`src/rtl/flag_arbiter_if.sv`:
```
// Flag-write bus between the three requesters / trap sequencer and flag_arbiter.
// master = requester/CPU side, slave = arbiter side.
interface flag_arbiter_if;
  logic        alu_req;
  logic [12:0] alu_data;
  logic [12:0] alu_mask;
  logic        alu_gnt;
  logic        mov_req;
  logic [12:0] mov_data;
  logic [12:0] mov_mask;
  logic        mov_gnt;
  logic        sys_req;
  logic [12:0] sys_data;
  logic [12:0] sys_mask;
  logic        sys_gnt;
  logic        retire;
  logic        trap_ack;
  logic        trap_req;
  logic [12:0] flags;

  modport master (
    output alu_req, alu_data, alu_mask,
    output mov_req, mov_data, mov_mask,
    output sys_req, sys_data, sys_mask,
    output retire, trap_ack,
    input  alu_gnt, mov_gnt, sys_gnt, trap_req, flags
  );

  modport slave (
    input  alu_req, alu_data, alu_mask,
    input  mov_req, mov_data, mov_mask,
    input  sys_req, sys_data, sys_mask,
    input  retire, trap_ack,
    output alu_gnt, mov_gnt, sys_gnt, trap_req, flags
  );
endinterface

```
`src/rtl/flag_arbiter.sv`:
```
// CPU flag register with three-way write arbitration and single-step trap sequencing.
// Optional macro FLAG_ARB_STARVE_EN builds wait counters that promote starved alu/mov requests.
module flag_arbiter #(
  parameter int MAX_WAIT = 4,
  parameter int WAIT_W   = 3
) (
  input  logic          clk,
  input  logic          rst,
  flag_arbiter_if.slave bus
);

  localparam logic [12:0] ALU_LEGAL = 13'h007F;
  localparam logic [12:0] MOV_LEGAL = 13'h0C00;
  localparam logic [12:0] SYS_LEGAL = 13'h1FFF;
  localparam int          TF        = 12;

  localparam logic [0:0] RUN       = 1'b0;
  localparam logic [0:0] TRAP_WAIT = 1'b1;

  if (MAX_WAIT < 1 || MAX_WAIT > (1 << WAIT_W) - 1) begin : g_bad_wait_param
    $error("flag_arbiter: WAIT_W too narrow for MAX_WAIT");
  end

  logic [0:0]  state;
  logic [12:0] flags;
  logic        run;
  logic        alu_gnt, mov_gnt, sys_gnt;
  logic        alu_prom, mov_prom;
  logic [12:0] wr_mask, wr_data, flags_nxt;

  assign run = (state == RUN);

`ifdef FLAG_ARB_STARVE_EN
  localparam logic [WAIT_W-1:0] WAIT_MAX = WAIT_W'(MAX_WAIT);

  logic [WAIT_W-1:0] alu_wait, mov_wait;

  assign alu_prom = run && bus.alu_req && (alu_wait == WAIT_MAX);
  assign mov_prom = run && bus.mov_req && (mov_wait == WAIT_MAX);

  // Counters freeze during TRAP_WAIT so a request keeps its seniority across the trap.
  always_ff @(posedge clk or posedge rst) begin
    if (rst) begin
      alu_wait <= '0;
      mov_wait <= '0;
    end else if (run) begin
      if (!bus.alu_req || alu_gnt)  alu_wait <= '0;
      else if (alu_wait != WAIT_MAX) alu_wait <= alu_wait + 1'b1;
      if (!bus.mov_req || mov_gnt)  mov_wait <= '0;
      else if (mov_wait != WAIT_MAX) mov_wait <= mov_wait + 1'b1;
    end
  end
`else
  assign alu_prom = 1'b0;
  assign mov_prom = 1'b0;
`endif

  // NOTE: every output of a combinational block gets a default first, so no path infers a latch.
  always_comb begin
    sys_gnt = 1'b0;
    alu_gnt = 1'b0;
    mov_gnt = 1'b0;
    if (!rst) begin
      if (mov_prom)                 mov_gnt = 1'b1;
      else if (alu_prom)            alu_gnt = 1'b1;
      else if (bus.sys_req)         sys_gnt = 1'b1;
      else if (run && bus.alu_req)  alu_gnt = 1'b1;
      else if (run && bus.mov_req)  mov_gnt = 1'b1;
    end
  end

  always_comb begin
    wr_mask = '0;
    wr_data = '0;
    if (sys_gnt) begin
      wr_mask = bus.sys_mask & SYS_LEGAL;
      wr_data = bus.sys_data;
    end else if (alu_gnt) begin
      wr_mask = bus.alu_mask & ALU_LEGAL;
      wr_data = bus.alu_data;
    end else if (mov_gnt) begin
      wr_mask = bus.mov_mask & MOV_LEGAL;
      wr_data = bus.mov_data;
    end
    flags_nxt = (flags & ~wr_mask) | (wr_data & wr_mask);
    // Acknowledge wins over a same-cycle sys write to tf.
    if (!run && bus.trap_ack) flags_nxt[TF] = 1'b0;
  end

  // NOTE: sequential state uses non-blocking assignments so every register samples pre-edge values.
  always_ff @(posedge clk or posedge rst) begin
    if (rst) begin
      flags <= '0;
      state <= RUN;
    end else begin
      flags <= flags_nxt;
      case (state)
        RUN:       if (bus.retire && flags[TF]) state <= TRAP_WAIT;
        TRAP_WAIT: if (bus.trap_ack)            state <= RUN;
        default:                                state <= RUN;
      endcase
    end
  end

  assign bus.sys_gnt  = sys_gnt;
  assign bus.alu_gnt  = alu_gnt;
  assign bus.mov_gnt  = mov_gnt;
  assign bus.trap_req = (state == TRAP_WAIT);
  assign bus.flags    = flags;

endmodule

```
`src/flat_wrapper.sv`:
```
// flat-port wrapper written by rule: the top's interface ports become plain ports
module flag_arbiter_flat 
#(
  parameter int MAX_WAIT = 4,
  parameter int WAIT_W   = 3
)
  (clk, rst, bus_alu_req, bus_alu_data, bus_alu_mask, bus_mov_req, bus_mov_data, bus_mov_mask, bus_sys_req, bus_sys_data, bus_sys_mask, bus_retire, bus_trap_ack, bus_alu_gnt, bus_mov_gnt, bus_sys_gnt, bus_trap_req, bus_flags);
  flag_arbiter_if bus_i ();
  input  logic clk;
  input  logic rst;
  input wire logic [$bits(bus_i.alu_req)-1:0] bus_alu_req;
  input wire logic [$bits(bus_i.alu_data)-1:0] bus_alu_data;
  input wire logic [$bits(bus_i.alu_mask)-1:0] bus_alu_mask;
  input wire logic [$bits(bus_i.mov_req)-1:0] bus_mov_req;
  input wire logic [$bits(bus_i.mov_data)-1:0] bus_mov_data;
  input wire logic [$bits(bus_i.mov_mask)-1:0] bus_mov_mask;
  input wire logic [$bits(bus_i.sys_req)-1:0] bus_sys_req;
  input wire logic [$bits(bus_i.sys_data)-1:0] bus_sys_data;
  input wire logic [$bits(bus_i.sys_mask)-1:0] bus_sys_mask;
  input wire logic [$bits(bus_i.retire)-1:0] bus_retire;
  input wire logic [$bits(bus_i.trap_ack)-1:0] bus_trap_ack;
  output wire logic [$bits(bus_i.alu_gnt)-1:0] bus_alu_gnt;
  output wire logic [$bits(bus_i.mov_gnt)-1:0] bus_mov_gnt;
  output wire logic [$bits(bus_i.sys_gnt)-1:0] bus_sys_gnt;
  output wire logic [$bits(bus_i.trap_req)-1:0] bus_trap_req;
  output wire logic [$bits(bus_i.flags)-1:0] bus_flags;
  assign bus_i.alu_req = bus_alu_req;
  assign bus_i.alu_data = bus_alu_data;
  assign bus_i.alu_mask = bus_alu_mask;
  assign bus_i.mov_req = bus_mov_req;
  assign bus_i.mov_data = bus_mov_data;
  assign bus_i.mov_mask = bus_mov_mask;
  assign bus_i.sys_req = bus_sys_req;
  assign bus_i.sys_data = bus_sys_data;
  assign bus_i.sys_mask = bus_sys_mask;
  assign bus_i.retire = bus_retire;
  assign bus_i.trap_ack = bus_trap_ack;
  assign bus_alu_gnt = bus_i.alu_gnt;
  assign bus_mov_gnt = bus_i.mov_gnt;
  assign bus_sys_gnt = bus_i.sys_gnt;
  assign bus_trap_req = bus_i.trap_req;
  assign bus_flags = bus_i.flags;
  flag_arbiter #(.MAX_WAIT(MAX_WAIT), .WAIT_W(WAIT_W)) u_core (.clk(clk), .rst(rst), .bus(bus_i));
endmodule
```
`config.mk`:
```
export PLATFORM = sky130hd
export DESIGN_NAME = flag_arbiter_flat
export DESIGN_NICKNAME = d
export VERILOG_FILES = /design/src/rtl/flag_arbiter_if.sv /design/src/rtl/flag_arbiter.sv /design/src/flat_wrapper.sv
export SDC_FILE = /design/constraint.sdc
export NUM_CORES = 1
export LEC_CHECK = 0
export BUFFER_PORTS_ARGS = -buffer_cell sky130_fd_sc_hd__buf_4
export CORE_ASPECT_RATIO = 1.2
export CORE_MARGIN = 5
export CORE_UTILIZATION = 35
export CTS_CLUSTER_SIZE = 10
export DETAILED_ROUTE_END_ITERATION = 7
export GPL_TIMING_DRIVEN = 0
export PLACE_DENSITY = 0.91
export SETUP_SLACK_MARGIN = 0.5
export SLEW_MARGIN = 5
export SYNTH_ARGS = -nofsm -noshare
export SYNTH_HDL_FRONTEND = slang
export SYNTH_SLANG_ARGS = --single-unit
```
`constraint.sdc`:
```
create_clock -name clk -period 1.6 [get_ports clk]
set_input_delay 0.32 -clock clk [delete_from_list [all_inputs] [get_ports clk]]
set_output_delay 0.32 -clock clk [all_outputs]
set_load 0.01 [all_outputs]
```
# Word level (Yosys, flattened, before mapping)
# Cells that the tools add are included.
[totals]
register_bits = 14
output_inout_bits = 17
[op_classes]
mux = 19
n_bitwise = 5
reduce_logical = 4
[ops]
columns = ["cell", "n"]
rows = [
  ["$mux 13", 5],
  ["$and 13x13->13", 2],
  ["$not 13->13", 1],
  ["$or 13x13->13", 1],
  ["$mux 1", 12],
  ["$mux 12", 1],
  ["$logic_and 1x1->1", 4],
  ["$pmux 1 s2", 1],
  ["$not 1->1", 1],
]

# Longest topological paths before layout
[logic_depth]
word_depth = 13
depth_mapped = 5
depth_no_buf = 3

# Worst setup path after synthesis
# OpenSTA, ideal clock, no wires.
[synth_path]
path_type = "flip-flop to output port"
startpoint = "register u_core.state, in the netlist u_core.bus.trap_req"
endpoint = "output bus_mov_gnt"
arrival_time_ns = 1.057
required_time_ns = 1.280
slack_ns = 0.223
path_stages_with_launch = 4
cell_sequence = "dfrtp_1 buf_4 nor3b_2 and2_1"
[synth_via]
elab_chain_cells = 6
elab_cells_between_ends = 7
[synth_lines]
columns = ["element", "line", "rtl"]
rows = [
  ["start, declared", "flag_arbiter.sv:24", "logic [0:0] state;"],
  ["start signal, assigned", "flag_arbiter.sv:94", "state <= RUN;"],
  ["start signal, assigned", "flag_arbiter.sv:98", "RUN: if (bus.retire && flags[TF]) state <= TRAP_WAIT;"],
  ["start signal, assigned", "flag_arbiter.sv:99", "TRAP_WAIT: if (bus.trap_ack) state <= RUN;"],
  ["$not 1->1 (*)", "flag_arbiter.sv:31", "assign run = (state == RUN);"],
  ["$logic_and 1x1->1", "flag_arbiter.sv:68", "else if (run && bus.mov_req) mov_gnt = 1'b1;"],
  ["$mux 1", "flag_arbiter.sv:68", ""],
  ["$mux 1 (*)", "flag_arbiter.sv:67", "else if (run && bus.alu_req) alu_gnt = 1'b1;"],
  ["$mux 1 (*)", "flag_arbiter.sv:66", "else if (bus.sys_req) sys_gnt = 1'b1;"],
  ["$mux 1 (*)", "flag_arbiter.sv:63", "if (!rst) begin"],
  ["end, declared", "flat_wrapper.sv:23", "output wire logic [$bits(bus_i.mov_gnt)-1:0] bus_mov_gnt;"],
]
# Every way passes the cells marked *; elsewhere a longest branch is shown, timed or not.

# Worst setup path in the final report
# Same ends and word-level chain as after synthesis.

==> results.env <==
RUN_STATUS='completed'
NUMBER_OF_ENABLE_TYPE_REGISTER_CELLS_IN_THE_SYNTHESIZED_NETLIST=0
FINAL_UTIL_PCT=69.9
CLASSIFICATION_OF_THE_WORST_SETUP_PATH='reg2out'
LARGEST_FAMILY_OF_LOGIC_CELLS_BY_SYNTHESIZED_AREA='compound AO/OA/AOI/OAI gates'
FINAL.SETUP.WORST_SLACK_NS=0.0166
ANTENNA_CELLS=0
PLACE.GP.CONGESTION=0.714
SYNTH.CELL_AREA_UM2=1000
ANTENNA_VIOLATIONS_BEFORE_REPAIR=0
YOSYS.AREA_SHARE.XOR_XNOR_PCT=0
WORSTPATHREQUIRED_NS=1.28
CTS_MAX_LEVEL=1
TIMING.CLOCK.SKEW_NS=0.0116
ESTIMATED_WIRELENGTH_OF_THE_DETAIL_PLACED_DESIGN_UM=2770
FINAL_CELL_MIX='sky130_fd_sc_hd__buf_4 (74), sky130_fd_sc_hd__buf_6 (25), sky130_fd_sc_hd__inv_1 (14), sky130_fd_sc_hd__dfrtp_1 (14), sky130_fd_sc_hd__nand2_1 (11)'
POSTROUTEANTENNANETS=0
START_UTIL_PCT=36.0
POST_DRT_WL_PER_CELL_UM=16.7
FLOORPLAN.IO_PINS=102
SYNTH_SIMPLE_GATE_AREA_SHARE_PCT=23.5
CORE_REGION_AREA_UM2=2790
CLOCK_TREE.BUFFER_DEPTH=2
DRC=0
PLACE_WORST_SETUP_SLACK_NS=0.0359
DRTPASS1ITERATIONS=4
R2R.WORST_PATH.CELLS=6
SYNTH_AREA_PER_CELL_UM2=9.37
IRDROPWORSTVDD_uV=734
DRT_FIRST_ITER_VIOLATIONS=44
MUXSHAREOFSYNTHAREA_PCT=4.37
VIAS=1263
CP_MAX_FO=4
POWER_mW=1.51
TRITONCTS='built'
YOSYS_WARNINGS=0
FINAL_MAX_SLEW_VIOL_COUNT=0
WORST_HOLD_PATH_TYPE='in2reg'
LAYOUT-AREA-OVERHEAD-VS-SYNTH_PCT=94.3
VIASPERCELL=5.33
CRIT_ARRIVAL_NS=1.26
MAX_SLEW_MARGIN_PCT=54.6
DIE_HEIGHT_UM=68.6
FINAL_LAYOUT_SIZE_SUFFIX_GT1_SHARE_PCT=59.1
CATEGORY_OF_THE_WORST_SETUP_PATH_LAUNCH_POINT='register'
WORST_SLEW_PIN_SLEW_NS=0.681
CTS.REPORTEDPATHS.CLKPINSLEW_NS=0.08
PORT-BUFFER-COUNT=74
NUM-FILL-CELLS=219
SYNTHADDERAREAFRAC_PCT=0
TOTAL_LEAKAGE_POWER_nW=0.952
COMPOUND_CELL_AREA_SHARE_OF_THE_YOSYS_NETLIST_PCT=26.2
POWER_PER_CELL_AREA_nW_PER_UM2=777
PLACEDINSTANCEAREA_UM2=1620
FINAL_COMMON_CELL='sky130_fd_sc_hd__buf_4'
INSERTION_DELAY_NS=0.29
CLOCKROOTBUFFER='sky130_fd_sc_hd__clkbuf_4'
FINALCRITICALPERIOD_NS=1.58
SITE_ROWS=21
GR-TOTAL-OVERFLOW=0
GRT_FIRST_PASS_WIRELENGTH_UM=5690
HOLD_BUFFERS=0
DESIGN.DIE.AREA_UM2=4040
YS_SEQ_ELEMENTS=14
ASYNC_RESET_FF_SHARE_PCT=100
CTS_INSERTED_BUFFERS=3
YS_TYPES=26
DRV_CAP=0
POST_DETAILED_ROUTING_WIRE_LENGTH_UM=3960
LAYOUT.NETS=290
FMAX_MHz=632
CLOCK_TREE_SINKS=14
GRT_UTIL_ALL_LAYERS_PCT=18.7
HOLD_PATH_CELLS=2
POST_SYNTH_NET_TOTAL=192
CRITICAL_PATH.ENDPOINT_TYPE='output port'
GRT_START_MAX_NET_PINS=15
FINAL_MIN_PERIOD_OVER_CLOCK_PERIOD_PCT=99.0
TIMING_HOLD_VIOLATIONS_FINAL=0
FP.DIEW_UM=58.9
VIA_COUNT_OF_THE_FIRST_GLOBAL_ROUTING_PASS=1269
SYN_INST=107
GRT_SETUP_UNREPAIRED='true'
SETUP_VIOL_COUNT_FINAL=0
SYNTHFLOPTYPE='sky130_fd_sc_hd__dfrtp_1'
DESIGN_AREA_UM2=1950
YS_SEQ_AREA_SHARE_PCT=35.0
-- synthesized netlist by cell type, types with 3 or more instances --
cell type                   number  area share, %
sky130_fd_sc_hd__buf_4           4            3.0
sky130_fd_sc_hd__a221oi_1        7            6.1
sky130_fd_sc_hd__nand4bb_1       7            7.9
sky130_fd_sc_hd__inv_1          15            5.6
sky130_fd_sc_hd__nand2_1        11            4.1
sky130_fd_sc_hd__a221o_1         7            7.0
sky130_fd_sc_hd__mux2_2          3            3.4
sky130_fd_sc_hd__dfrtp_1        14             35
sky130_fd_sc_hd__o22ai_1         7            4.4
sky130_fd_sc_hd__and3b_1         3            2.6
sky130_fd_sc_hd__a21oi_1         8            4.0
-- path summary, 6_finish.rpt --
kind                                      from              endpoint  slack [ns]
max in group asynchronous                  rst             async pin        0.83
setup reg to reg           u_core.bus.trap_req              register        0.08
hold / removal                    bus_trap_ack  u_core.bus.flags[12]        0.22
setup / recovery           u_core.bus.trap_req           bus_mov_gnt        0.02
hold reg to reg                       register              register        0.54
min in group asynchronous                  rst             async pin        0.54
-- area by class of cell --
| class | count | area, um^2 | area share, % |
|---|---|---|---|
| Buffer | 8 | 63.8 | 3.28 |
| Clock buffer | 3 | 22.5 | 1.16 |
| Inverter | 15 | 60.1 | 3.08 |
| Multi-Input combinational cell | 70 | 627 | 32.2 |
| Sequential cell | 14 | 350 | 18.0 |
| Tap cell | 34 | 42.5 | 2.19 |
| Timing Repair Buffer | 93 | 781 | 40.1 |
-- logic make-up after synthesis --
| kind of cell | after synthesis |
|---|---|
| buffers and inverters | 23 |
| AOI/OAI and AO/OA | 34 |
| and+or+nand+nor | 32 |
| muxes | 4 |
| DFF | 14 |
-- worst max-delay path, cell delays in order (launching register included) --
cell,delay [ns]
sky130_fd_sc_hd__dfrtp_1,0.40
sky130_fd_sc_hd__buf_6,0.13
sky130_fd_sc_hd__nor3b_4,0.19
sky130_fd_sc_hd__and2_4,0.17
sky130_fd_sc_hd__buf_6,0.09
-- power by group --
part           switching [mW]  leakage [nW]  internal, mW
clock network           0.120        0.0138        0.0873
logic                   0.310         0.769         0.509
registers              0.0560         0.169         0.431
total                   0.486         0.952          1.03
-- per-layer routing --
metal  share of wire [%]  wire [um]  global-route usage, %  vias up
met4                 2.1         82                   8.22        0
met2                  55       2180                   33.7       52
met3                 5.1        203                   2.23        8
met1                  38       1500                   22.1      600
met5                   0          0                      0        -
li1                    -          -                      -      603
-- per-stage QoR --
| step | hold slack [ns] | TNS, ns | cells |
|---|---|---|---|
| after floorplan | 0.407 | 0 | 107 |
| after global placement | 0.488 | 0 | 215 |
| after detailed placement | 0.500 | 0 | 215 |
| after CTS | 0.213 | 0 | 233 |
| after global routing | 0.197 | -0.124 | 237 |
| final | 0.218 | 0 | 237 |
-- timing repair --
action / 4_1_cts / 5_1_grt
gates resized for setup: 28 / 8
setup buffers: 15 / 4
setup endpoints to repair: 26 / 40
pin swaps: 13 / 5
gates cloned: 0 / 0
Note: power is estimated with default switching activity, not from simulation.
